## config.mk

```make
export PLATFORM = sky130hd
export DESIGN_NAME = chat_gen
export DESIGN_NICKNAME = d
export VERILOG_FILES = /design/src/rtl/chat_pkg.sv /design/src/rtl/chat_lfsr.sv /design/src/rtl/chat_gen.sv
export SDC_FILE = /design/constraint.sdc
export NUM_CORES = 1
export LEC_CHECK = 0
export ABC_CLOCK_PERIOD_IN_PS = 3000
export CORE_MARGIN = 2
export CORE_UTILIZATION = 40
export CTS_BUF_LIST = sky130_fd_sc_hd__clkbuf_8 sky130_fd_sc_hd__clkbuf_16
export CTS_CLUSTER_SIZE = 25
export DETAILED_ROUTE_END_ITERATION = 7
export PLACE_DENSITY = 0.58
export SYNTH_ARGS = -nofsm -noshare
export SYNTH_HDL_FRONTEND = slang
export SYNTH_SLANG_ARGS = --single-unit
```

## constraint.sdc

```tcl
create_clock -name clk -period 3 [get_ports clk]
set_clock_uncertainty 0.2 [all_clocks]
set_input_delay 0.75 -clock clk [delete_from_list [all_inputs] [get_ports clk]]
set_output_delay 0.75 -clock clk [all_outputs]
set_load 0.01 [all_outputs]
```

## src/rtl/chat_pkg.sv

```systemverilog
// Shared types and constants for the chatter generator and its LFSR.
package chat_pkg;

    typedef enum logic [1:0] {IDLE, BOUNCE, SETTLE} chat_gen_state_t;

    localparam logic [7:0] LFSR_TAPS     = 8'hB8;
    localparam logic [7:0] DEF_LFSR_SEED = 8'hA5;

    // Feedback bit for x^8+x^6+x^5+x^4+1, shifting towards the MSB.
    function automatic logic lfsr_fb(input logic [7:0] v);
        return ^(v & LFSR_TAPS);
    endfunction

endpackage

```

## src/rtl/chat_lfsr.sv

```systemverilog
// Free-running 8-bit Fibonacci LFSR, falling-edge clocked, synchronous active-high reset to SEED.
module chat_lfsr
    import chat_pkg::*;
#(
    parameter logic [7:0] SEED = DEF_LFSR_SEED
) (
    input  logic       clk,
    input  logic       rst,
    output logic [7:0] lfsr_o
);

    logic [7:0] lfsr_q;
    logic [7:0] lfsr_d;

    assign lfsr_d = {lfsr_q[6:0], lfsr_fb(lfsr_q)};

    // NOTE: sequential state is always written with <= so every register samples pre-edge values.
    always_ff @(negedge clk) begin
        if (rst) lfsr_q <= SEED;
        else     lfsr_q <= lfsr_d;
    end

    assign lfsr_o = lfsr_q;

endmodule

```

## src/rtl/chat_gen.sv

```systemverilog
// Contact-bounce generator: turns a clean level into a burst of pseudo-random toggles.
// Optional burst/toggle statistics ports are enabled by defining CHAT_GEN_STATS_EN.
module chat_gen
    import chat_pkg::*;
#(
    parameter int         HOLD_W     = 3,
    parameter int         SETTLE_CYC = 16,
    parameter logic [7:0] LFSR_SEED  = DEF_LFSR_SEED,
    parameter logic       RST_LEVEL  = 1'b1
) (
    input  logic       clk,
    input  logic       rst,
    input  logic       en,
    input  logic       clean_in,
    input  logic [3:0] n_bounce,
    output logic       out,
    output logic       busy
`ifdef CHAT_GEN_STATS_EN
    ,
    output logic [15:0] burst_cnt,
    output logic [15:0] tog_cnt
`endif
);

    localparam int IV_W  = HOLD_W + 1;
    localparam int SET_W = $clog2(SETTLE_CYC + 1);

    chat_gen_state_t state_q;
    logic             out_q;
    logic             tgt_q;
    logic             clean_q;
    logic [4:0]       rem_q;
    logic [IV_W-1:0]  ivl_q;
    logic [SET_W-1:0] settle_q;

    logic [7:0]       lfsr;
    logic [IV_W-1:0]  ivl_load;
    logic             settle_done;
    logic             unused_lfsr;

    chat_lfsr #(.SEED(LFSR_SEED)) u_lfsr (
        .clk    (clk),
        .rst    (rst),
        .lfsr_o (lfsr)
    );

    // Interval 1..2^HOLD_W; one extra bit keeps 2^HOLD_W from wrapping to zero.
    assign ivl_load    = {1'b0, lfsr[HOLD_W-1:0]} + IV_W'(1);
    assign settle_done = en && (state_q == SETTLE) && (settle_q == SET_W'(SETTLE_CYC - 1));
    assign unused_lfsr = ^lfsr;

    always_ff @(negedge clk) begin
        if (rst) begin
            state_q  <= IDLE;
            out_q    <= RST_LEVEL;
            tgt_q    <= RST_LEVEL;
            clean_q  <= RST_LEVEL;
            rem_q    <= '0;
            ivl_q    <= '0;
            settle_q <= '0;
        end else begin
            clean_q <= clean_in;
            if (!en) begin
                state_q <= IDLE;
                out_q   <= clean_q;
                tgt_q   <= clean_q;
            end else begin
                case (state_q)
                    IDLE: begin
                        if (clean_q != tgt_q) begin
                            tgt_q    <= clean_q;
                            out_q    <= clean_q;
                            rem_q    <= {n_bounce, 1'b0};
                            ivl_q    <= ivl_load;
                            settle_q <= '0;
                            // A zero-bounce edge is a single clean transition followed by settling.
                            state_q  <= (n_bounce == 4'd0) ? SETTLE : BOUNCE;
                        end
                    end
                    BOUNCE: begin
                        if (rem_q == 5'd0) begin
                            state_q  <= SETTLE;
                            settle_q <= '0;
                        end else if (ivl_q == IV_W'(1)) begin
                            out_q <= ~out_q;
                            rem_q <= rem_q - 5'd1;
                            ivl_q <= ivl_load;
                            if (rem_q == 5'd1) begin
                                state_q  <= SETTLE;
                                settle_q <= '0;
                            end
                        end else begin
                            ivl_q <= ivl_q - IV_W'(1);
                        end
                    end
                    SETTLE: begin
                        if (settle_done) state_q  <= IDLE;
                        else             settle_q <= settle_q + SET_W'(1);
                    end
                    default: state_q <= IDLE;
                endcase
            end
        end
    end

    assign out  = out_q;
    assign busy = (state_q != IDLE);

`ifdef CHAT_GEN_STATS_EN
    logic        out_prev_q;
    logic [15:0] burst_cnt_q;
    logic [15:0] tog_cnt_q;

    // Transitions are counted one edge late by comparing against the previous out level.
    always_ff @(negedge clk) begin
        if (rst) begin
            out_prev_q  <= RST_LEVEL;
            burst_cnt_q <= '0;
            tog_cnt_q   <= '0;
        end else begin
            out_prev_q <= out_q;
            if (out_q != out_prev_q) tog_cnt_q   <= tog_cnt_q + 16'd1;
            if (settle_done)         burst_cnt_q <= burst_cnt_q + 16'd1;
        end
    end

    assign burst_cnt = burst_cnt_q;
    assign tog_cnt   = tog_cnt_q;
`endif

endmodule

```

======== Yosys cells after proc, flatten, opt, wreduce, memory -nomap -nowiden ========
Index checks and enable logic that the tools add are counted.
storage, ports and cells
  register bits ........................... 27
  logic and storage cells ................. 77
  output and inout port bits .............. 2
operators by class
  bitwise gates (word level) .............. 2
  equal/unequal tests ..................... 19
  $add $sub $neg .......................... 4
  muxes and demuxes ....................... 28
  reduce and logical (&&, ||, !) cells .... 16
operator list
  kind                                                                      count
  5-bit two-way mux                                                         8
  3-bit inequality test (second input constant)                             5
  5-bit one-hot mux with 3 select lines                                     1
  2-bit two-way mux                                                         6
  4-bit two-way mux                                                         3
  4-bit AND reduction                                                       3
  2-bit inequality test (second input constant)                             5
  5-bit one-hot mux with 2 select lines                                     1
  4-bit one-hot mux with 2 select lines                                     1
  8-bit parity                                                              1
  1-bit two-way mux                                                         6
  2-bit one-hot mux with 3 select lines                                     1
  6-bit AND reduction                                                       1
  5-bit by 1-bit adder with 5-bit output (second input constant)            1
  5-bit by 1-bit equality test with 1-bit output (second input constant)    1
  5-bit by 4-bit equality test with 1-bit output (second input constant)    1
  5-bit zero test                                                           1
  5-bit AND reduction                                                       1
  5-bit by 1-bit subtractor with 5-bit output (second input constant)       1
  3-bit by 1-bit adder with 4-bit output (second input constant)            1
  4-bit by 1-bit equality test with 1-bit output (second input constant)    1
  4-bit zero test                                                           1
  2-bit by 1-bit inequality test with 1-bit output (second input constant)  2
  2-bit nonzero test                                                        2
  other kinds (12)                                                          14

======== Longest topological paths before layout ========
Gate-level depths: netlist of run 1.
  depth in word-level cells ............... 5
  gate-level depth with buffers ........... 7

======== Cells and area by module ========
From an unflattened synthesis of run 1, not the netlist that was laid out.
unflattened totals
  cells, all modules ...................... 170
  area total of the unflattened synthesis .. 1531.5 um^2
by module, submodules not included
  module     cells each  area each (um^2)  seq. area each (um^2)  instances
  chat_gen   143         1238.7            380.4                  1
  chat_lfsr  27          292.8             160.2                  1

==> flow_summary.yaml, run 1 <==
power_and_ir_drop:
  worst_ir_drop_vdd_uv: 274
  net-switching-power_uw: 338
  p_per_area_mw_per_mm2: 455
  pwr-share-comb: 0.212
  seqPwrFrac: 0.422
  p_int_uw: 625
  switching_share: 0.351
  leakagePower_nw: 0.896
  clockPowerShare: 0.366
setup_path:
  worstPathRequired_ns: 2.05
  startpoint_type: "register"
  end_kind: "output pin"
  crit_path_max_fanout: 2
  arrival_ns: 2.47
  path_class: "register to output pin"
  reg2reg_depth: 7
  r2r_slack_ns: 0.68
logic_synthesis:
  yosysWarnings: 0
  synth-edff-count: 0
  ys_seq_area_frac: 0.351
  synthesis.area_mm2: 0.00154
  synth.distinct_cells: 49
  ys_async_sr_fraction: 0
  ys_ff_latch: 27
  syn_avg_cell_area_um2: 8.66
  syn_inst: 178
  synth_ff_type: "dfxtp_1"
  synth_nets: 193
timing:
  whs_ns: 0.225
  slew_violations: 0
  setup_viol: 8
  worst_slew_pin_slew_ns: 0.606
  fin_setup_tns_ns: -1.03
  max-slew-margin-rel: 0.595
  hold_viol_final: 0
  rsz0062_at_grt: "yes"
  fin_ws_ns: -0.420
global_route:
  grt_pass1_vias: 1612
  overflow: 0
  grt_max_degree: 21
  grt_pass1_wl_um: 6640
  antenna_found_initial: 0
  grt.total_usage: 0.193
clock_tree:
  clk_latency_ns: 0.35
  clkTransAtPathRegs_ns: 0.05
  clk_path_buf_depth: 2
  cts_made_buffers: 3
  cts_tree: "done"
  cts.sinks: 27
  ctsHtreeMaxLevel: 1
  root_buffer: "clkbuf_8"
floorplan:
  core_area_mm2: 0.00369
  start_util: 0.418
  fp.dieW_um: 66.1
  rows: 22
  ios: 10
  die_y_um: 66.1
  dieArea_mm2: 0.00437
status:
  violations: "setup timing"
  status: "complete, but fails checks"
finish:
  nNetsFinal: 245
  fin_cells: 277
  area_delta_synth_final_pct: 37.4
  final_layout_size_suffix_gt1_frac: 0.306
  utilization: 0.574
  antenna_cells: 0
detailed_routing:
  dr.pass1.iters: 4
  top_layer: "met4"
  wl_per_cell_um: 14.2
  ant_nets: 0
  viasPerCell: 5.54
  drt-initial-drc-count: 122
  met1_length_um: 1780
  num_vias: 1535
  route.met2.wl_um: 1990
  drc_errors: 0
  met3_wirelength_um: 155
  drt_wl_total_um: 3940
placement:
  dp.cells: 240
  port_buffers: 9
  dp_hpwl_um: 2700
  globalplace.congestion: 0.836
  place_ws_ns: -1.02
worst_hold_path:
  min_path_cells: 1
  hold_class: "register to register"
job:
  drv_cap: 0
## logic make-up after synthesis
kind of cell             after synthesis  share of synthesized area
XOR/XNOR                               5                     0.0333
adder cells (fa/ha/maj)                7                     0.0568
flip-flops                            27                      0.351
AND/OR/NAND/NOR                       64                      0.258
multiplexers                           3                     0.0203
buffers and inverters                 20                     0.0528
AO/OA/AOI/OAI                         52                      0.228
## stage by stage
stage	instance area [um^2]	total power [mW]
2_1_floorplan	1650	0.588
3_3_place_gp	1850	0.644
3_5_place_dp	1850	0.648
4_1_cts	2060	0.972
5_1_grt	2120	1.05
6_report	2120	0.963
## worst max-delay path, cell delays in order (launching register included)
cell     delay, ns
dfxtp_2       0.32
nor2_2        0.11
inv_1         0.06
buf_2         0.13
## cells in the final DEF, fill, tap and decap left out, types with 3 or more instances in the layout
| cell | count |
|---|---|
| buf_4 | 16 |
| clkbuf_8 | 3 |
| a21oi_2 | 5 |
| o21ai_1 | 6 |
| xor2_1 | 3 |
| dfxtp_2 | 3 |
| a21oi_1 | 8 |
| o21a_1 | 3 |
| nor3_1 | 6 |
| a31oi_1 | 3 |
| nand4_1 | 3 |
| ha_1 | 7 |
| nand3_1 | 4 |
| buf_6 | 6 |
| nor2b_1 | 6 |
| nor2_1 | 5 |
| nand2_1 | 6 |
| o21ai_0 | 8 |
| inv_1 | 36 |
| dfxtp_1 | 24 |
| buf_2 | 4 |
| nand2b_1 | 3 |
| or2_2 | 4 |
## layout make-up
cell class / instances / area [um^2]
inverters: 10 / 37.5
fillers: 339 / 1570
well taps: 48 / 60.1
clock buffers: 3 / 41.3
flip-flops and latches: 27 / 544
clock inverters: 28 / 110
repair buffers: 30 / 248
multi-input cells: 131 / 1080
## per-layer routing
| layer | vias up | track usage |
|---|---|---|
| met5 | - | 0 |
| met3 | 2 | 0.0596 |
| met1 | 745 | 0.223 |
| li1 | 761 | - |
| met2 | 27 | 0.331 |
| met4 | 0 | 0.0714 |
## final timing paths
kind | end | startpoint
setup reg to reg | settle_q[1] | settle_q[0]
hold reg to reg | u_lfsr.lfsr_o[7] | u_lfsr.lfsr_o[6]
hold / removal | u_lfsr.lfsr_o[7] | u_lfsr.lfsr_o[6]
setup / recovery | busy | state_q[1]
## cell usage after synthesis, types with 2 or more instances
cell | count | area share
nand4_1 | 3 | 0.012
nand3_1 | 5 | 0.016
nand2b_1 | 4 | 0.016
ha_1 | 7 | 0.057
nor2b_1 | 8 | 0.032
a31oi_1 | 4 | 0.016
a211oi_1 | 2 | 0.0097
nor3b_1 | 2 | 0.0097
clkbuf_1 | 6 | 0.015
nor4b_1 | 2 | 0.011
dfxtp_1 | 27 | 0.35
or4b_1 | 2 | 0.013
a21oi_1 | 13 | 0.042
o21ai_1 | 2 | 0.0065
o41ai_1 | 2 | 0.011
or3_1 | 2 | 0.0081
o311ai_0 | 2 | 0.011
nand2_1 | 7 | 0.017
mux2i_1 | 2 | 0.013
nor4_1 | 3 | 0.012
xor2_1 | 3 | 0.017
o21ai_0 | 14 | 0.045
or4_1 | 2 | 0.0097
inv_1 | 11 | 0.027
buf_2 | 2 | 0.0065
nor2_1 | 6 | 0.015
o21a_1 | 3 | 0.015
nor3_1 | 8 | 0.026
or2_2 | 4 | 0.016
## registers in the layout, indices dropped and copies added (netlist names)
signal and count:
u_lfsr.lfsr_o 8, ivl_q 4, tgt_q 1, settle_q 5
rem_q 5, clean_q 1, out 1, state_q 2
## timing repair
item / in CTS / in global routing
gates resized for setup: 43 / 16
hold buffers: 0 / 0
buffers inserted: 7 / 0
endpoints found under the setup margin: 29 / 13
pin swaps: 10 / 7
## power by group through the flow
stage	logic [mW]	registers [mW]	clock network [mW]
6_report	0.204	0.407	0.353
5_1_grt	0.221	0.408	0.422
4_1_cts	0.194	0.405	0.373
3_5_place_dp	0.181	0.410	0.0571
3_3_place_gp	0.178	0.409	0.0571
2_1_floorplan	0.125	0.406	0.0571
(Power assumes the default switching activity.)
==> run 2, diff against run 1 <==
Settings changed: DONT_BUFFER_PORTS set to 1, PLACE_DENSITY 0.58 to 0.54.
==> run 2 against run 1 <==
Compared with the run above:
- largest power group is now the clock network
- final area down 11%
- the flow still finishes with violations (setup timing)
- clock-buffer cell count is the same
- register-to-register slack improved by 0.03 ns
- highest routed layer unchanged
- worst setup slack gained 0.11 ns
- critical endpoint unchanged
==> flow_summary.yaml, run 2 (synthesis gave the netlist of run 1 again) <==
status:
  status: "complete, but fails checks"
  violations: "setup timing"
global_route:
  grt_busiest_layer: "met2"
  grt.total_usage: 0.184
  grt_max_degree: 26
  overflow: 0
  grt_pass1_vias: 1461
  met1_usage: 0.225
  antenna_found_initial: 0
  use_met2: 0.280
  grt_util_met3: 0.0630
  grt_pass1_wl_um: 6270
timing:
  max-slew-margin-rel: 0.609
  worst_slew_pin_slew_ns: 0.585
  whs_ns: 0.223
  setup_viol: 2
  hold_viol_final: 0
  slew_violations: 0
  rsz0062_at_grt: "yes"
  fin_ws_ns: -0.309
clock_tree:
  ctsHtreeMaxLevel: 1
  cts_tree: "done"
  clk_path_buf_depth: 2
  cts.sinks: 27
  clk_latency_ns: 0.36
  clkTransAtPathRegs_ns: 0.05
  root_buffer: "clkbuf_8"
  cts_made_buffers: 3
floorplan:
  die_y_um: 66.1
  ios: 10
  rows: 22
  dieArea_mm2: 0.00437
  core_area_mm2: 0.00369
  fp.dieW_um: 66.1
  start_util: 0.418
detailed_routing:
  wl_per_cell_um: 14.2
  dr.pass1.iters: 4
  drc_errors: 0
  drt-initial-drc-count: 78
  viasPerCell: 5.55
  num_vias: 1404
  drt_wl_total_um: 3600
  ant_nets: 0
setup_path:
  worstPathRequired_ns: 2.05
  crit_path_max_fanout: 2
  crit_buf_inv: 1
  critical_path.slowest_cell: "dfxtp_2"
  cp_top_family: "flip-flops"
  end_kind: "output pin"
  startpoint_type: "register"
  arrival_ns: 2.36
  path_cells: "nor2_4 > inv_2"
  path_class: "register to output pin"
  crit_path_max_incr_delay_ns: 0.33
placement:
  dp_hpwl_um: 2420
  port_buffers: 0
  globalplace.congestion: 0.853
  place_ws_ns: -0.285
finish:
  antenna_cells: 0
  layout_commonest_cell: "inv_1"
  largest_reg_flops: 8
  final_cell_mix: "inv_1, dfxtp_1, a21oi_1, o21ai_0, nor3_1"
  nNetsFinal: 221
  seqCellArea_um2: 544
  area_delta_synth_final_pct: 21.7
  multiInputGateArea_mm2: 0.00102
  utilization: 0.508
  fillCellCount: 366
  final_layout_size_suffix_gt1_frac: 0.171
power_and_ir_drop:
  seqPwrFrac: 0.408
  worst_ir_drop_vdd_uv: 188
  pwr-share-comb: 0.147
  leakagePower_nw: 0.767
  switching_share: 0.320
  p_int_uw: 677
  net-switching-power_uw: 318
  p_per_area_mw_per_mm2: 531
  total_power_uw: 995
  clockPowerShare: 0.445
worst_hold_path:
  hold_class: "register to register"
job:
  drv_cap: 0
## run 2: changes by cell type in the layout (fill, tap and decap cells not counted), moves of 2 or more
cell and change:
nor3_1 +2, buf_4 -10, a21oi_1 +5, nor3_2 -2, a21oi_2 -5, buf_2 -4
buf_6 -6
## run 2: final timing paths
path | end | cells past startpoint | slack (ns) | start
worst min-delay path | u_lfsr.lfsr_o[7] | 1 | 0.22 | u_lfsr.lfsr_o[6]
worst max register to register | settle_q[1] | 7 | 0.71 | settle_q[0]
worst min register to register | u_lfsr.lfsr_o[7] | 1 | 0.22 | u_lfsr.lfsr_o[6]
worst max-delay path | busy | 2 | -0.31 | state_q[0]
## run 2: area by class of cell
type                       count  area share
clock buffer                   3      0.0220
clock inverter                28      0.0700
inverter                      10      0.0200
multi-input combinational    131       0.542
sequential                    27       0.290
tap                           48      0.0320
timing repair buffer           6      0.0240
## run 2: stage by stage
stage	area, um^2	TNS [ns]	cells
after floorplan	1650	-2.62	178
final	1880	-0.463	253
after detailed placement	1690	-2.87	222
after CTS	1870	-0.485	253
after global placement	1690	-2.58	222
after global routing	1880	-0.528	253
## run 2: power by group through the flow
stage	clock network (mW)	logic, mW	registers [mW]
after floorplan	0.0571	0.125	0.406
after CTS	0.462	0.147	0.406
after detailed placement	0.0571	0.144	0.411
final	0.442	0.146	0.406
after global routing	0.504	0.164	0.408
after global placement	0.0571	0.143	0.410
## run 2: per-layer routing
| metal | share of wire | routed length (um) | up-vias |
|---|---|---|---|
| li1 | - | - | 708 |
| met1 | 0.49 | 1750 | 664 |
| met2 | 0.46 | 1670 | 25 |
| met3 | 0.032 | 115 | 7 |
| met4 | 0.019 | 68 | 0 |
| met5 | 0 | 0 | - |
## run 2: timing repair
| item | 4_1_cts | 5_1_grt |
|---|---|---|
| setup buffers | 1 | 0 |
| hold buffers | 0 | 0 |
| resized for setup | 4 | 1 |
| endpoints found under the setup margin | 2 | 2 |
| pin swaps | 1 | 0 |
==> run 3, diff against run 2 <==
Settings changed: ABC_AREA set to 1, SYNTH_HIERARCHICAL set to 1.
==> run 3 against run 2 <==
Compared with the run above:
- the flow still finishes with violations (setup timing)
- routed wire length down 6.2%
- critical path type unchanged
- largest power group is now registers
- final area up 2.8%
- clock power down 18%
==> flow_summary.yaml, run 3 <==
status:
  violations: "setup timing"
  status: "complete, but fails checks"
global_route:
  grt_pass1_vias: 1497
  overflow: 0
  grt_pass1_wl_um: 6050
  grt.total_usage: 0.169
  antenna_found_initial: 0
  grt_max_degree: 18
logic_synthesis:
  synthesis.area_mm2: 0.00168
  synth_nets: 269
  syn_avg_cell_area_um2: 6.60
  yosysWarnings: 6
  syn_inst: 254
finish:
  final_layout_size_suffix_gt1_frac: 0.141
  area_delta_synth_final_pct: 15.0
  layout_commonest_cell: "nand2_1"
  largest_reg_flops: 8
  final_cell_mix: "nand2_1, inv_1, nor2_1, dfxtp_1"
  fin_cells: 333
  nNetsFinal: 299
  antenna_cells: 0
detailed_routing:
  ant_nets: 0
  dr.pass1.iters: 4
  wl_per_cell_um: 10.1
  drt_wl_total_um: 3380
  num_vias: 1528
  drt-initial-drc-count: 49
  drc_errors: 0
  viasPerCell: 4.59
floorplan:
  rows: 23
  dieArea_mm2: 0.00473
  core_area_mm2: 0.00403
  die_y_um: 68.7
  ios: 10
  fp.dieW_um: 68.7
  start_util: 0.416
timing:
  max-slew-margin-rel: 0.837
  worst_slew_pin_slew_ns: 0.244
  setup_viol: 2
  fin_ws_ns: -0.297
  hold_viol_final: 0
  fin_setup_tns_ns: -0.452
  rsz0062_at_grt: "yes"
  slew_violations: 0
clock_tree:
  root_buffer: "clkbuf_8"
  clk_latency_ns: 0.35
  clk_path_buf_depth: 2
  holdBufCountCts: 0
  cts_tree: "done"
  cts.sinks: 27
  ctsHtreeMaxLevel: 1
  cts_made_buffers: 3
  clkTransAtPathRegs_ns: 0.04
power_and_ir_drop:
  p_per_area_mw_per_mm2: 514
  leakagePower_nw: 1.04
  worst_ir_drop_vdd_uv: 391
setup_path:
  startpoint_type: "register"
  path_class: "register to output pin"
  crit_path_max_fanout: 2
  worstPathRequired_ns: 2.05
  arrival_ns: 2.35
  end_kind: "output pin"
placement:
  globalplace.congestion: 0.772
  dp.cells: 303
  port_buffers: 0
  dp_hpwl_um: 2570
job:
  drv_cap: 0
worst_hold_path:
  hold_class: "register to register"
[run 3: area by class of cell]
class / count / area [um^2]
fill: 443 / 2100
timing repair buffer: 7 / 52.6
multi-input combinational: 181 / 966
inverter: 37 / 146
clock inverter: 28 / 113
sequential: 27 / 547
tap: 50 / 62.6
clock buffer: 3 / 41.3
[run 3: metrics by stage]
step / util / hold slack [ns] / total power, mW / cell area, um^2 / setup WS, ns
2_1_floorplan: - / 0.183 / 0.661 / 1740 / -0.0719
3_3_place_gp: 0.439 / 0.192 / 0.692 / 1770 / -0.0404
3_5_place_dp: 0.439 / 0.195 / 0.692 / 1770 / -0.0583
4_1_cts: 0.479 / 0.220 / 1.02 / 1930 / -0.316
5_1_grt: 0.479 / 0.226 / 1.09 / 1930 / -0.355
6_report: 0.479 / 0.216 / 0.992 / 1930 / -0.297
[run 3: path summary, 6_finish.rpt]
kind / startpoint / end / slack (ns) / cells after the start
worst max-delay path: state_q[1] / busy / -0.30 / 2
worst min-delay path: u_lfsr/lfsr_o[6] / u_lfsr/lfsr_o[7] / 0.22 / 1
worst max register to register: settle_q[0] / settle_q[1] / 1.15 / 11
worst min register to register: u_lfsr/lfsr_o[6] / u_lfsr/lfsr_o[7] / 0.22 / 1
[run 3: where the power goes]
group	total [mW]	internal, mW	switching, mW
combinational	0.215	0.0840	0.131
clock	0.363	0.147	0.216
sequential	0.414	0.390	0.0238
[run 3: worst max-delay path: stages (launching register included)]
cell     delay, ns
dfxtp_2       0.33
nor2_4        0.11
inv_2         0.06
[run 3: layer usage]
| metal | global-route usage | up-vias | wire length [um] |
|---|---|---|---|
| li1 | - | 841 | - |
| met2 | 0.262 | 30 | 1510 |
| met3 | 0.0633 | 4 | 175 |
| met1 | 0.209 | 653 | 1660 |
| met4 | 0.0760 | 0 | 33 |
| met5 | 0 | - | 0 |
[run 3: repair_timing]
| item | in CTS | in global routing |
|---|---|---|
| endpoints found under the setup margin | 2 | 2 |
| resized for setup | 3 | 0 |
| setup buffers | 1 | 0 |
| pin swaps | 1 | 0 |
| gates cloned | 0 | 0 |
